<file path="src/rtl/uart_debug_cmd.sv">
// uart_debug_cmd: UART debug command parser.
// Turns received UART bytes into single debug access requests (word write 'W',
// byte write 'B', word read 'R'). Each request is issued as a one-cycle
// uart_debug_req pulse. The parser then waits for store_finish/load_finish and
// answers through the UART transmitter: an ack byte for writes, or the 4 read
// data bytes (LSB first) for reads.
// Ports:
//   clk, rst_n            clock, asynchronous active-low reset
//   rx_data/rx_valid      received byte strobe (no backpressure)
//   tx_data/tx_valid/tx_ready  transmit byte handshake
//   uart_debug_*          access request towards the AXI access engine
//   store_finish/load_finish/load_rdata  access completion
//   busy                  parser not idle
//   err_cnt               saturating count of bad-opcode and timeout aborts
module uart_debug_cmd #(
  parameter int unsigned TIMEOUT_CYCLES = 100000,
  parameter logic [7:0]  CMD_WORD_WR    = 8'h57,
  parameter logic [7:0]  CMD_BYTE_WR    = 8'h42,
  parameter logic [7:0]  CMD_WORD_RD    = 8'h52
) (
  input  logic        clk,
  input  logic        rst_n,
  input  logic [7:0]  rx_data,
  input  logic        rx_valid,
  output logic [7:0]  tx_data,
  output logic        tx_valid,
  input  logic        tx_ready,
  output logic        uart_debug_req,
  output logic        uart_debug_we,
  output logic [31:0] uart_debug_addr,
  output logic [31:0] uart_debug_wdata,
  output logic        uart_debug_stb,
  input  logic        store_finish,
  input  logic        load_finish,
  input  logic [31:0] load_rdata,
  output logic        busy,
  output logic [7:0]  err_cnt
);

  localparam int unsigned TW      = $clog2(TIMEOUT_CYCLES + 1);
  localparam logic [TW-1:0] TO_LAST = TW'(TIMEOUT_CYCLES - 1);
  localparam logic [7:0] ACK_BYTE = 8'h4B;
  localparam logic [7:0] ERR_BYTE = 8'h45;

  typedef enum logic [2:0] {
    S_IDLE, S_ADDR, S_DATA, S_ISSUE, S_WAIT, S_RESP, S_ERR
  } state_t;

  state_t        state_q, state_d;
  logic [1:0]    byte_cnt;
  logic          op_rd, op_byte;
  logic [31:0]   addr_sh, data_sh;
  logic [31:0]   addr_nx, data_nx;
  logic [TW-1:0] to_cnt;
  logic [31:0]   resp_sh;
  logic [1:0]    resp_left;
  logic          op_valid, timeout_hit, finish_hit, tx_fire, err_inc;

  assign op_valid    = (rx_data == CMD_WORD_WR) || (rx_data == CMD_BYTE_WR) ||
                       (rx_data == CMD_WORD_RD);
  assign timeout_hit = ((state_q == S_ADDR) || (state_q == S_DATA)) &&
                       !rx_valid && (to_cnt == TO_LAST);
  assign finish_hit  = op_rd ? load_finish : store_finish;
  assign tx_fire     = tx_valid && tx_ready;
  assign err_inc     = ((state_q == S_IDLE) && rx_valid && !op_valid) || timeout_hit;

  // Shift-in values including the byte arriving this cycle; used both to
  // update the shift registers and to load the request fields directly on
  // the final packet byte so the request appears one cycle later.
  assign addr_nx = {rx_data, addr_sh[31:8]};
  assign data_nx = op_byte ? {24'h0, rx_data} : {rx_data, data_sh[31:8]};

  // State register
  always_ff @(posedge clk or negedge rst_n) begin
    if (!rst_n) state_q <= S_IDLE;
    else        state_q <= state_d;
  end

  // Next-state logic
  always_comb begin
    state_d = state_q;
    case (state_q)
      S_IDLE:  if (rx_valid) state_d = op_valid ? S_ADDR : S_ERR;
      S_ADDR: begin
        if (rx_valid) begin
          if (byte_cnt == 2'd3) state_d = op_rd ? S_ISSUE : S_DATA;
        end else if (timeout_hit) begin
          state_d = S_IDLE;
        end
      end
      S_DATA: begin
        if (rx_valid) begin
          if (op_byte || (byte_cnt == 2'd3)) state_d = S_ISSUE;
        end else if (timeout_hit) begin
          state_d = S_IDLE;
        end
      end
      S_ISSUE: state_d = S_WAIT;
      S_WAIT:  if (finish_hit) state_d = S_RESP;
      S_RESP:  if (tx_fire && (resp_left == 2'd0)) state_d = S_IDLE;
      S_ERR:   if (tx_ready) state_d = S_IDLE;
      default: state_d = S_IDLE;
    endcase
  end

  // Outputs decoded from state
  always_comb begin
    busy           = (state_q != S_IDLE);
    uart_debug_req = (state_q == S_ISSUE);
    tx_valid       = 1'b0;
    tx_data        = '0;
    case (state_q)
      S_RESP: begin tx_valid = 1'b1; tx_data = resp_sh[7:0]; end
      S_ERR:  begin tx_valid = 1'b1; tx_data = ERR_BYTE;     end
      default: ;
    endcase
  end

  // Packet assembly, request fields and response shifter
  always_ff @(posedge clk or negedge rst_n) begin
    if (!rst_n) begin
      byte_cnt         <= '0;
      op_rd            <= 1'b0;
      op_byte          <= 1'b0;
      addr_sh          <= '0;
      data_sh          <= '0;
      to_cnt           <= '0;
      resp_sh          <= '0;
      resp_left        <= '0;
      uart_debug_we    <= 1'b0;
      uart_debug_stb   <= 1'b0;
      uart_debug_addr  <= '0;
      uart_debug_wdata <= '0;
    end else begin
      case (state_q)
        S_IDLE: begin
          byte_cnt <= '0;
          to_cnt   <= '0;
          if (rx_valid) begin
            op_rd   <= (rx_data == CMD_WORD_RD);
            op_byte <= (rx_data == CMD_BYTE_WR);
          end
        end
        S_ADDR, S_DATA: begin
          if (rx_valid) begin
            to_cnt   <= '0;
            byte_cnt <= byte_cnt + 2'd1;
            if (state_q == S_ADDR) addr_sh <= addr_nx;
            else                   data_sh <= data_nx;
          end else begin
            to_cnt <= to_cnt + 1'b1;
          end
        end
        S_WAIT: begin
          if (finish_hit) begin
            resp_sh   <= op_rd ? load_rdata : {24'h0, ACK_BYTE};
            resp_left <= op_rd ? 2'd3 : 2'd0;
          end
        end
        S_RESP: begin
          if (tx_fire) begin
            resp_sh   <= {8'h0, resp_sh[31:8]};
            resp_left <= resp_left - 2'd1;
          end
        end
        default: ;
      endcase

      if ((state_d == S_ISSUE) && (state_q != S_ISSUE)) begin
        uart_debug_we    <= !op_rd;
        uart_debug_stb   <= op_byte;
        uart_debug_addr  <= (state_q == S_ADDR) ? addr_nx : addr_sh;
        uart_debug_wdata <= op_rd ? '0 : data_nx;
      end
    end
  end

  // Saturating abort counter
  always_ff @(posedge clk or negedge rst_n) begin
    if (!rst_n)                         err_cnt <= '0;
    else if (err_inc && (err_cnt != 8'hFF)) err_cnt <= err_cnt + 8'd1;
  end

endmodule
</file>
<file path="config.mk">
export PLATFORM = sky130hd
export DESIGN_NAME = uart_debug_cmd
export DESIGN_NICKNAME = d
export VERILOG_FILES = /design/src/rtl/uart_debug_cmd.sv
export SDC_FILE = /design/constraint.sdc
export NUM_CORES = 1
export LEC_CHECK = 0
export CAP_MARGIN = 20
export CORE_MARGIN = 4
export CORE_UTILIZATION = 54
export DETAILED_ROUTE_END_ITERATION = 12
export PLACE_DENSITY = 0.8
export REMOVE_ABC_BUFFERS = 1
export SLEW_MARGIN = 30
export SYNTH_ARGS = -nofsm -noshare
export SYNTH_HDL_FRONTEND = slang
export SYNTH_SLANG_ARGS = --single-unit
</file>
<file path="constraint.sdc">
create_clock -name clk -period 3 [get_ports clk]
set_clock_uncertainty 0.1 [all_clocks]
set_input_delay 0.6 -clock clk [delete_from_list [all_inputs] [get_ports clk]]
set_output_delay 0.6 -clock clk [all_outputs]
set_load 0.03 [all_outputs]
</file>
Word level (Yosys, flattened, before mapping)
Index checks and enable logic that the tools add are counted.
{"block": "op_classes", "add_sub_neg": 4, "mul": 0, "n_div": 0, "n_lt_le_gt_ge": 0, "eq_ne": 17, "shift": 0, "n_mux": 30, "bitwise": 1, "reduce_logical": 28}
{"operator": "$mux W32", "n": 6}
{"operator": "$pmux W32 S2", "n": 1}
{"operator": "$pmux W17 S2", "n": 1}
{"operator": "$mux W3", "n": 10}
{"operator": "$eq A8 B7 Y1 const B", "n": 3}
{"operator": "$pmux W3 S7", "n": 1}
{"operator": "$add A17 B1 Y17 const B", "n": 1}
{"operator": "$eq A17 B17 Y1 const B", "n": 1}
{"operator": "$mux W17", "n": 1}
{"operator": "$pmux W8 S2", "n": 1}
{"operator": "$eq A3 B2 Y1 const B", "n": 3}
{"operator": "$eq A3 B3 Y1 const B", "n": 3}
{"operator": "$add A8 B1 Y8 const B", "n": 1}
{"operator": "$logic_and A1 B1 Y1", "n": 8}
{"operator": "$mux W2", "n": 4}
{"operator": "$ne A8 B8 Y1 const B", "n": 1}
{"operator": "$pmux W2 S2", "n": 2}
{"operator": "$ne A2 B2 Y1 const B", "n": 3}
{"operator": "$reduce_and A2 Y1", "n": 3}
{"operator": "$reduce_and A3 Y1", "n": 2}
{"operator": "$logic_or A1 B1 Y1", "n": 5}
{"operator": "$reduce_bool A2 Y1", "n": 2}
{"operator": "$reduce_or A2 Y1", "n": 2}
{"operator": "$eq A3 B1 Y1 const B", "n": 1}
{"operator": "other kinds (10)", "n": 14}
{"block": "word_totals", "ff_bits": 196, "latchBits": 0, "ramBits": 0, "mem_bits_ro": 0, "input_bits": 46, "output_inout_bits": 85, "memories": 0}

Logic depth before layout (Yosys ltp)
Gate-level depths: netlist of run 1.
{"block": "depth", "word_depth": 9, "mapped_depth": 8}

Worst setup path after synthesis of run 1
Ideal clock, no wire load.
{"block": "synth_timing", "kind": "input port to flip-flop", "start": "in rx_valid", "end": "reg err_cnt[1]", "arrival_ns": 2.070, "required_time_ns": 2.772, "slack_ns": 0.703, "path_stages": 7, "n_path_buf": 2, "path_cell_list": "buf_2 nor2_1 nand2_2 or3_1 clkbuf_1 a21oi_1 mux2_1"}
{"block": "synth_between", "elab_chain_cells": 5, "word_cells_on_any_way": 7}
{"element": "start: declaration", "line": "24", "rtl": "input logic rx_valid,"}
{"element": "$logic_not A1 Y1", "line": "62", "rtl": "!rx_valid && (to_cnt == TO_LAST);"}
{"element": "$logic_and A1 B1 Y1", "line": "61", "rtl": "assign timeout_hit = ((state_q == S_ADDR) || (state_q == S_DATA)) &&"}
{"element": "$logic_and A1 B1 Y1", "line": "62"}
{"element": "$logic_or A1 B1 Y1 (*)", "line": "65", "rtl": "assign err_inc = ((state_q == S_IDLE) && rx_valid && !op_valid) || timeout_hit;"}
{"element": "$logic_and A1 B1 Y1 (*)", "line": "181", "rtl": "else if (err_inc && (err_cnt != 8'hFF)) err_cnt <= err_cnt + 8'd1;"}
{"element": "end signal: assignment", "line": "181"}
{"element": "end: declaration", "line": "37", "rtl": "output logic [7:0] err_cnt"}
Every way passes the cells marked *; elsewhere a longest branch is shown, timed or not.
A chain may end at the register's enable or synchronous reset.

Worst setup path in the final report of run 1
{"block": "layout_timing", "start": "reg state_q[1]", "end": "out tx_valid"}
{"block": "layout_between", "elab_chain_cells": 3, "word_cells_on_any_way": 4}
{"element": "start: declaration", "line": "49", "rtl": "state_t state_q, state_d;"}
{"element": "start signal: assignment", "line": "76", "rtl": "else state_q <= state_d;"}
{"element": "$eq A3 B3 Y1", "line": "112", "rtl": "case (state_q)"}
{"element": "$reduce_or A2 Y1 (no line) (*)"}
{"element": "$mux W1 (*)", "line": "112"}
{"element": "end: declaration", "line": "26", "rtl": "output logic tx_valid,"}
Marked as above.

==> flow_summary_export.csv, run 1 <==
group,metric,value,unit
job,maxCapViolCount,0,
layout,nets,958,
timing,hold_slack,0.384,ns
placed_design,port_buffers,130,
yosys,synth_cells,778,
layout,final_area,11000,sq um
yosys,yosys.area_share.xor_xnor,1.33,%
grt,antenna_found_initial,1,
outcome,outcome,"complete, no violations",
clock_network,tritoncts,"yes",
die,die_area,18000,sq um
pwr,power_per_cell_area,797,nW/um^2
pwr,vdd_drop_max,492,uV
route,wirelength,19700,microns
die,pin_count,131,
placed_design,place_area,10300,sq um
pwr,leakage,0.00497,uW
grt,grt-ovfl-total,0,
grt,grt_max_degree,87,
critical_path,endpoint_kind,"output port",
placed_design,hpwl,13500,microns
yosys,synth_ff_type,"dfrtp_1",
die,start_util,55.8,%
pwr,power.switching,2870,uW
pwr,seq_power_share,40.4,%
pwr,pwr-share-clk,29.1,%
critical_path,max_stage_delay,0.67,ns
hold_path,holdPathStages,2,
timing,period_share,97.6,%
die,fp.dieW,134,microns
timing,finalCriticalPeriod,2.93,ns
critical_path,r2r_cells,8,
die,rows,45,
timing,setup_ws,0.0725,ns
critical_path,crit_path_top_delay_cell,"clkdlybuf4s50_1",
critical_path,cp_data_required_time,2.30,ns
timing,clock.fmax,342,MHz
critical_path,crit_arrival,2.23,ns
timing,slew_headroom,46.9,%
route,via_count,6383,
clock_network,post-cts-setup-buffers,0,
layout,layout-drive-gt1-share,18.3,%
layout,ff_latch_area,4700,sq um
yosys,synth_async_sr_flop_share,100,%
hold_path,hold_start,"resp_sh[16]",
route,viasPerCell,5.64,
layout,fill_cells,1062,
clock_network,root_buffer,"clkbuf_16",
yosys,ys_warn_count,0,
yosys,synthSimpleGateAreaFrac,13.3,%
layout,area_delta_synth_final,27.8,%
layout,multi_input_area,3660,sq um
yosys,synth_compound_area_share,11.8,%
grt,track_usage,22.6,%
layout,diodes,0,
critical_path,worst_r2r_startpoint,"state_q[1]",
route,drc_errors,0,
critical_path,cp_cell_sequence,"buf_4 > xor2_2 > and2_1 > clkdlybuf4s50_1",
yosys,synth_top_family_by_area,"multiplexers",
hold_path,min_path_type,"flip-flop to flip-flop",
timing,slew_violations,0,
route,first_pass_iters,5,
yosys,ys_seq_area_share,54.8,%
timing,setup_viol,0,
grt,grt_pass1_wl,32900,microns
pwr,p_int,5880,uW
placed_design,dp_slack,0.149,ns
die,die_h,134,microns
critical_path,startpoint_type,"flip-flop",
timing,worst_slew_pin_slew,0.796,ns
hold_path,min_delay_worst_endpoint,"resp_sh[16]",
yosys,avgSynthCellArea,11.0,sq um
critical_path,reg2reg_to,"uart_debug_wdata[5]",
yosys,synth_fa_ha_area_share,0.700,%
clock_network,path_clk_slew,0.06,ns
pwr,swShare,32.8,%
critical_path,worst-path-max-fanout,9,
route,post_drt_wl_per_cell,17.4,microns
clock_network,cts.sinks,188,
clock_network,numCtsBuffers,17,
route,ant_nets,0,
yosys,ys_ff_latch,188,
yosys,netlist_area,8580,sq um
timing,final_hold_viol_count,0,
layout,fin_util,71.4,%
clock_network,clk_latency,0.43,ns
yosys,muxShareOfSynthArea,15.1,%
yosys,yosysUniqueCellTypes,50,
die,core_area,15400,sq um
grt,grt_pass1_vias,6633,
placed_design,routabilityCongestion,0.878,
critical_path,crit_type,"flip-flop to output port",
clock_network,clk_path_buf_depth,2,
pwr,p_comb_share,30.5,%
clock_network,h-tree-depth,4,
critical_path,reg2reg_slack,0.59,ns
route,first_iter_violations,421,
yosys,synth_edf_count,0,
-- worst max-delay path, delay by kind of cell, from the launching register on --
kind | cells | cell delay (ns)
buffers and inverters | 2 | 0.91
flip-flops | 1 | 0.52
XOR/XNOR | 1 | 0.21
AND/OR/NAND/NOR | 1 | 0.17
-- flip-flops by register name (all words and copies together), names as in the netlist, 2 cells and up --
register and cells:
addr_sh 32, byte_cnt 2, data_sh 24, err_cnt 8
resp_left 2, resp_sh 32, state_q 3, to_cnt 17
uart_debug_addr 32, uart_debug_wdata 32
-- synth_stat cells, types with 4 or more instances --
cell type / number / area (sq um)
a211oi_1: 6 / 45.0
a21oi_1: 39 / 195
a32o_1: 23 / 230
and2_1: 6 / 37.5
and3_1: 32 / 200
buf_2: 14 / 70.1
clkbuf_1: 38 / 143
dfrtp_1: 188 / 4700
ha_1: 4 / 50.1
inv_1: 8 / 30.0
mux2_1: 10 / 113
mux2_2: 96 / 1080
mux2i_1: 10 / 100
nand2_1: 100 / 375
nand2b_1: 26 / 163
nand3_1: 13 / 65.1
nand3b_1: 4 / 30.0
nor2_1: 21 / 78.8
nor3_1: 4 / 20.0
nor4_1: 4 / 25.0
o21ai_0: 79 / 395
xor2_1: 10 / 87.6
-- power by group through the flow --
stage / sequential [uW] / clock, uW / combinational [uW]
2_1_floorplan: 3720 / 0 / 1390
3_3_place_gp: 3520 / 0 / 2560
3_5_place_dp: 3560 / 0 / 2660
4_1_cts: 3530 / 2580 / 2670
5_1_grt: 3610 / 2690 / 2930
6_report: 3530 / 2550 / 2670
-- metal layers --
| metal | part of all wire (%) | global-route usage (%) | vias up | routed length [microns] |
|---|---|---|---|---|
| li1 | - | - | 3032 | - |
| met1 | 44 | 29.7 | 3148 | 8590 |
| met2 | 50 | 38.2 | 163 | 9910 |
| met3 | 4.1 | 4.58 | 38 | 798 |
| met4 | 1.9 | 7.18 | 2 | 381 |
| met5 | 0.10 | 0 | - | 20 |
-- timing repair --
| action | CTS | global route |
|---|---|---|
| resized for setup | 0 | 5 |
| endpoints found under the setup margin | 0 | 7 |
| endpoints found under the hold margin | 10 | 0 |
| hold buffers | 1 | 0 |
-- layout by cell type, fill, tap and decap left out, types with 4 or more instances in the layout --
| master | instances |
|---|---|
| a32o_1 | 23 |
| mux2i_1 | 10 |
| mux2_2 | 96 |
| a211oi_1 | 6 |
| clkbuf_16 | 17 |
| o21ai_0 | 79 |
| nor4_1 | 4 |
| nor2_1 | 20 |
| and3_1 | 32 |
| a21oi_1 | 38 |
| nand2_1 | 100 |
| buf_4 | 29 |
| ha_1 | 4 |
| inv_1 | 8 |
| dfrtp_1 | 188 |
| nand2b_1 | 26 |
| nand3b_1 | 4 |
| bufinv_16 | 6 |
| nand3_1 | 13 |
| mux2_1 | 10 |
| nor3_1 | 4 |
| and2_1 | 6 |
| buf_12 | 5 |
| clkdlybuf4s50_1 | 126 |
| xor2_1 | 9 |
-- layout make-up --
cell class | instances | share of cell area [%]
clock inverters | 12 | 2.12
multi-input cells | 528 | 33.4
flip-flops and latches | 188 | 42.9
inverters | 8 | 0.274
well taps | 211 | 2.41
clock buffers | 20 | 3.98
repair buffers | 165 | 15.0
-- metrics by stage --
stage	setup TNS, ns	std cells	power, uW
finish	0	1132	8740
floorplan	-126.95	724	5110
CTS	0	1132	8780
global placement	0	1099	6080
global route	-0.00467	1132	9230
detailed placement	0	1099	6220
-- cells by family (layout without fill, tap and decap cells) --
kind of cell             count (synthesis)  in the layout
AND/OR/NAND/NOR                        229            229
flip-flops                             188            188
AO/OA/AOI/OAI                          165            165
multiplexers                           116            116
buffers and inverters                   62            205
XOR/XNOR                                13             13
adder cells (fa/ha/maj)                  5              5
-- worst max-delay path by stage --
stage | startpoint | to | slack, ns | cells after the start
5_1_grt | state_q[1] | tx_valid | -0.005 | 4
6_report | state_q[1] | tx_valid | 0.07 | 4
4_1_cts | state_q[1] | tx_valid | 0.007 | 4
3_3_place_gp | rx_valid | uart_debug_addr[7] | 0.21 | 9
3_5_place_dp | rx_valid | uart_debug_wdata[2] | 0.15 | 9
2_1_floorplan | state_q[2] | uart_debug_addr[10] | -1.71 | 5
No activity file was read; power rests on OpenSTA's default activity.
==> run 2, diff against run 1 <==
CORE_UTILIZATION = 45   (was 54)
GPL_TIMING_DRIVEN = 0   (was not set)
PLACE_DENSITY = 0.68   (was 0.8)
==> run 2 against run 1 <==
Worst setup slack improved by 0.074 ns. Global-route usage fell by 4.5 points. Cell count rose by 0.27%. Register-to-register slack got worse by 0.31 ns. Clock power fell by 15%. Sequential power barely moved. First-iteration DRC count fell by 17%. Die area rose by 19%. Sequential share of layout area rose by 0.33 points. Core utilization fell by 13 points.
==> flow_summary_export.csv, run 2 (synthesized netlist as in run 1, its figures left out) <==
group,metric,value,unit
outcome,outcome,"complete, no violations",
die,rows,50,
route,viasPerCell,5.40,
route,via_count,6130,
clock_network,numCtsBuffers,17,
pwr,vdd_drop_max,429,uV
placed_design,dp.cells,1100,
clock_network,tritoncts,"yes",
timing,slew_violations,0,
pwr,p_int,5410,uW
hold_path,min_path_type,"flip-flop to flip-flop",
grt,grt_max_degree,82,
layout,diodes,0,
critical_path,cp_data_required_time,2.30,ns
critical_path,worst-path-max-fanout,14,
critical_path,crit_arrival,2.15,ns
timing,worst_slew_pin_slew,0.924,ns
layout,layout-drive-gt1-share,17.9,%
die,core_area,18700,sq um
route,first_iter_violations,348,
placed_design,hpwl,12500,microns
route,post_drt_wl_per_cell,17.1,microns
job,maxCapViolCount,0,
pwr,seq_power_share,42.7,%
die,die_h,146,microns
pwr,p_comb_share,31.3,%
layout,mostFrequentLayoutCell,"dfrtp_1",
die,pin_count,131,
grt,grt-ovfl-total,0,
pwr,power.switching,2910,uW
critical_path,startpoint_type,"flip-flop",
pwr,swShare,35.0,%
pwr,leakage,0.00485,uW
timing,final_hold_viol_count,0,
pwr,finalPower,8320,uW
layout,final_cell_mix,"183 x dfrtp_1, 127 x clkdlybuf4s50_1, 100 x nand2_1, 96 x mux2_2, 79 x o21ai_0",
placed_design,routabilityCongestion,0.769,
die,die_area,21300,sq um
pwr,power_per_cell_area,764,nW/um^2
timing,rsz0062_at_grt,"false",
route,ant_nets,0,
grt,grt_pass1_wl,31700,microns
timing,clock.fmax,350,MHz
grt,grt_pass1_vias,5993,
clock_network,path_clk_slew,0.07,ns
critical_path,endpoint_kind,"output port",
grt,track_usage,18.1,%
timing,setup_viol,0,
critical_path,crit_type,"flip-flop to output port",
grt,antenna_found_initial,0,
pwr,pwr-share-clk,26.0,%
timing,slew_headroom,38.2,%
timing,period_share,95.1,%
layout,area_delta_synth_final,27.0,%
route,drc_errors,0,
timing,finalSetupTns,0,ns
route,wirelength,19400,microns
clock_network,clk_latency,0.43,ns
timing,finalCriticalPeriod,2.85,ns
clock_network,root_buffer,"clkbuf_16",
die,fp.dieW,146,microns
clock_network,h-tree-depth,4,
placed_design,port_buffers,130,
clock_network,cts.sinks,188,
die,start_util,45.9,%
clock_network,clk_path_buf_depth,2,
route,first_pass_iters,4,
layout,instances_no_fill,1135,
layout,nets,938,
run 2: changes by cell type in the layout (fill, tap and decap cells not counted), sizes merged:
cell / before / now
bufinv: 6 / 0
o22ai: 3 / 4
dlymetal6s2s: 3 / 2
clkdlybuf4s50: 126 / 127
inv: 11 / 15
clkbuf: 21 / 18
buf: 34 / 14
clkinv: 3 / 7
run 2: cell type report:
cell class	instances	area (sq um)
multi-input combinational	529	3720
sequential	188	4710
clock buffer	18	439
fill	1602	7810
timing repair buffer	144	1580
inverter	8	30.0
clock inverter	14	128
tap	234	293
run 2: critical path: stages, from the launching register on:
cell             delay (ns)
dfrtp_2                0.51
nor2b_4                0.29
nand2_1                0.08
a21oi_1                0.14
clkdlybuf4s50_1        0.72
run 2: final timing paths:
path	from	endpoint	slack, ns	cells after the start
max	state_q[0]	tx_data[0]	0.15	4
min	resp_sh[3]	resp_sh[3]	0.38	2
max in group asynchronous	rst_n	state_q[2]	1.15	4
min in group asynchronous	rst_n	uart_debug_addr[6]	0.55	2
min reg2reg	resp_sh[3]	resp_sh[3]	0.38	2
max reg2reg	state_q[1]	state_q[0]	0.28	5
run 2: power groups by stage:
stage	logic, uW	registers (uW)	clock network (uW)
after floorplan	1390	3720	0
after global placement	2420	3560	0
after detailed placement	2600	3580	0
after CTS	2630	3550	2220
after global routing	2860	3640	2330
final	2610	3550	2160
run 2: repair_timing:
action | in CTS | in global routing
pin swaps | 1 | 0
hold buffers | 1 | 0
setup buffers | 1 | 0
gates cloned | 0 | 1
setup endpoints to repair | 50 | 26
resized for setup | 6 | 6
hold endpoints to repair | 47 | 0
run 2: per-stage QoR:
step	hold slack [ns]	utilization, %	worst slack [ns]	cell area [sq um]
floorplan	0.204	-	-1.71	8360
global placement	0.358	53.2	-6.83	9950
detailed placement	0.366	54.8	-0.551	10300
CTS	0.382	58.1	0.0172	10900
global route	0.400	58.3	0.00254	10900
finish	0.378	58.3	0.147	10900
run 2: routing by layer:
metal | vias up | routed length (microns) | track usage (%) | part of all wire [%]
met4 | 0 | 132 | 4.28 | 0.68
met3 | 9 | 741 | 3.88 | 3.8
li1 | 2995 | - | - | -
met5 | - | 0 | 0 | 0
met1 | 2997 | 8980 | 25.4 | 46
met2 | 129 | 9530 | 29.2 | 49
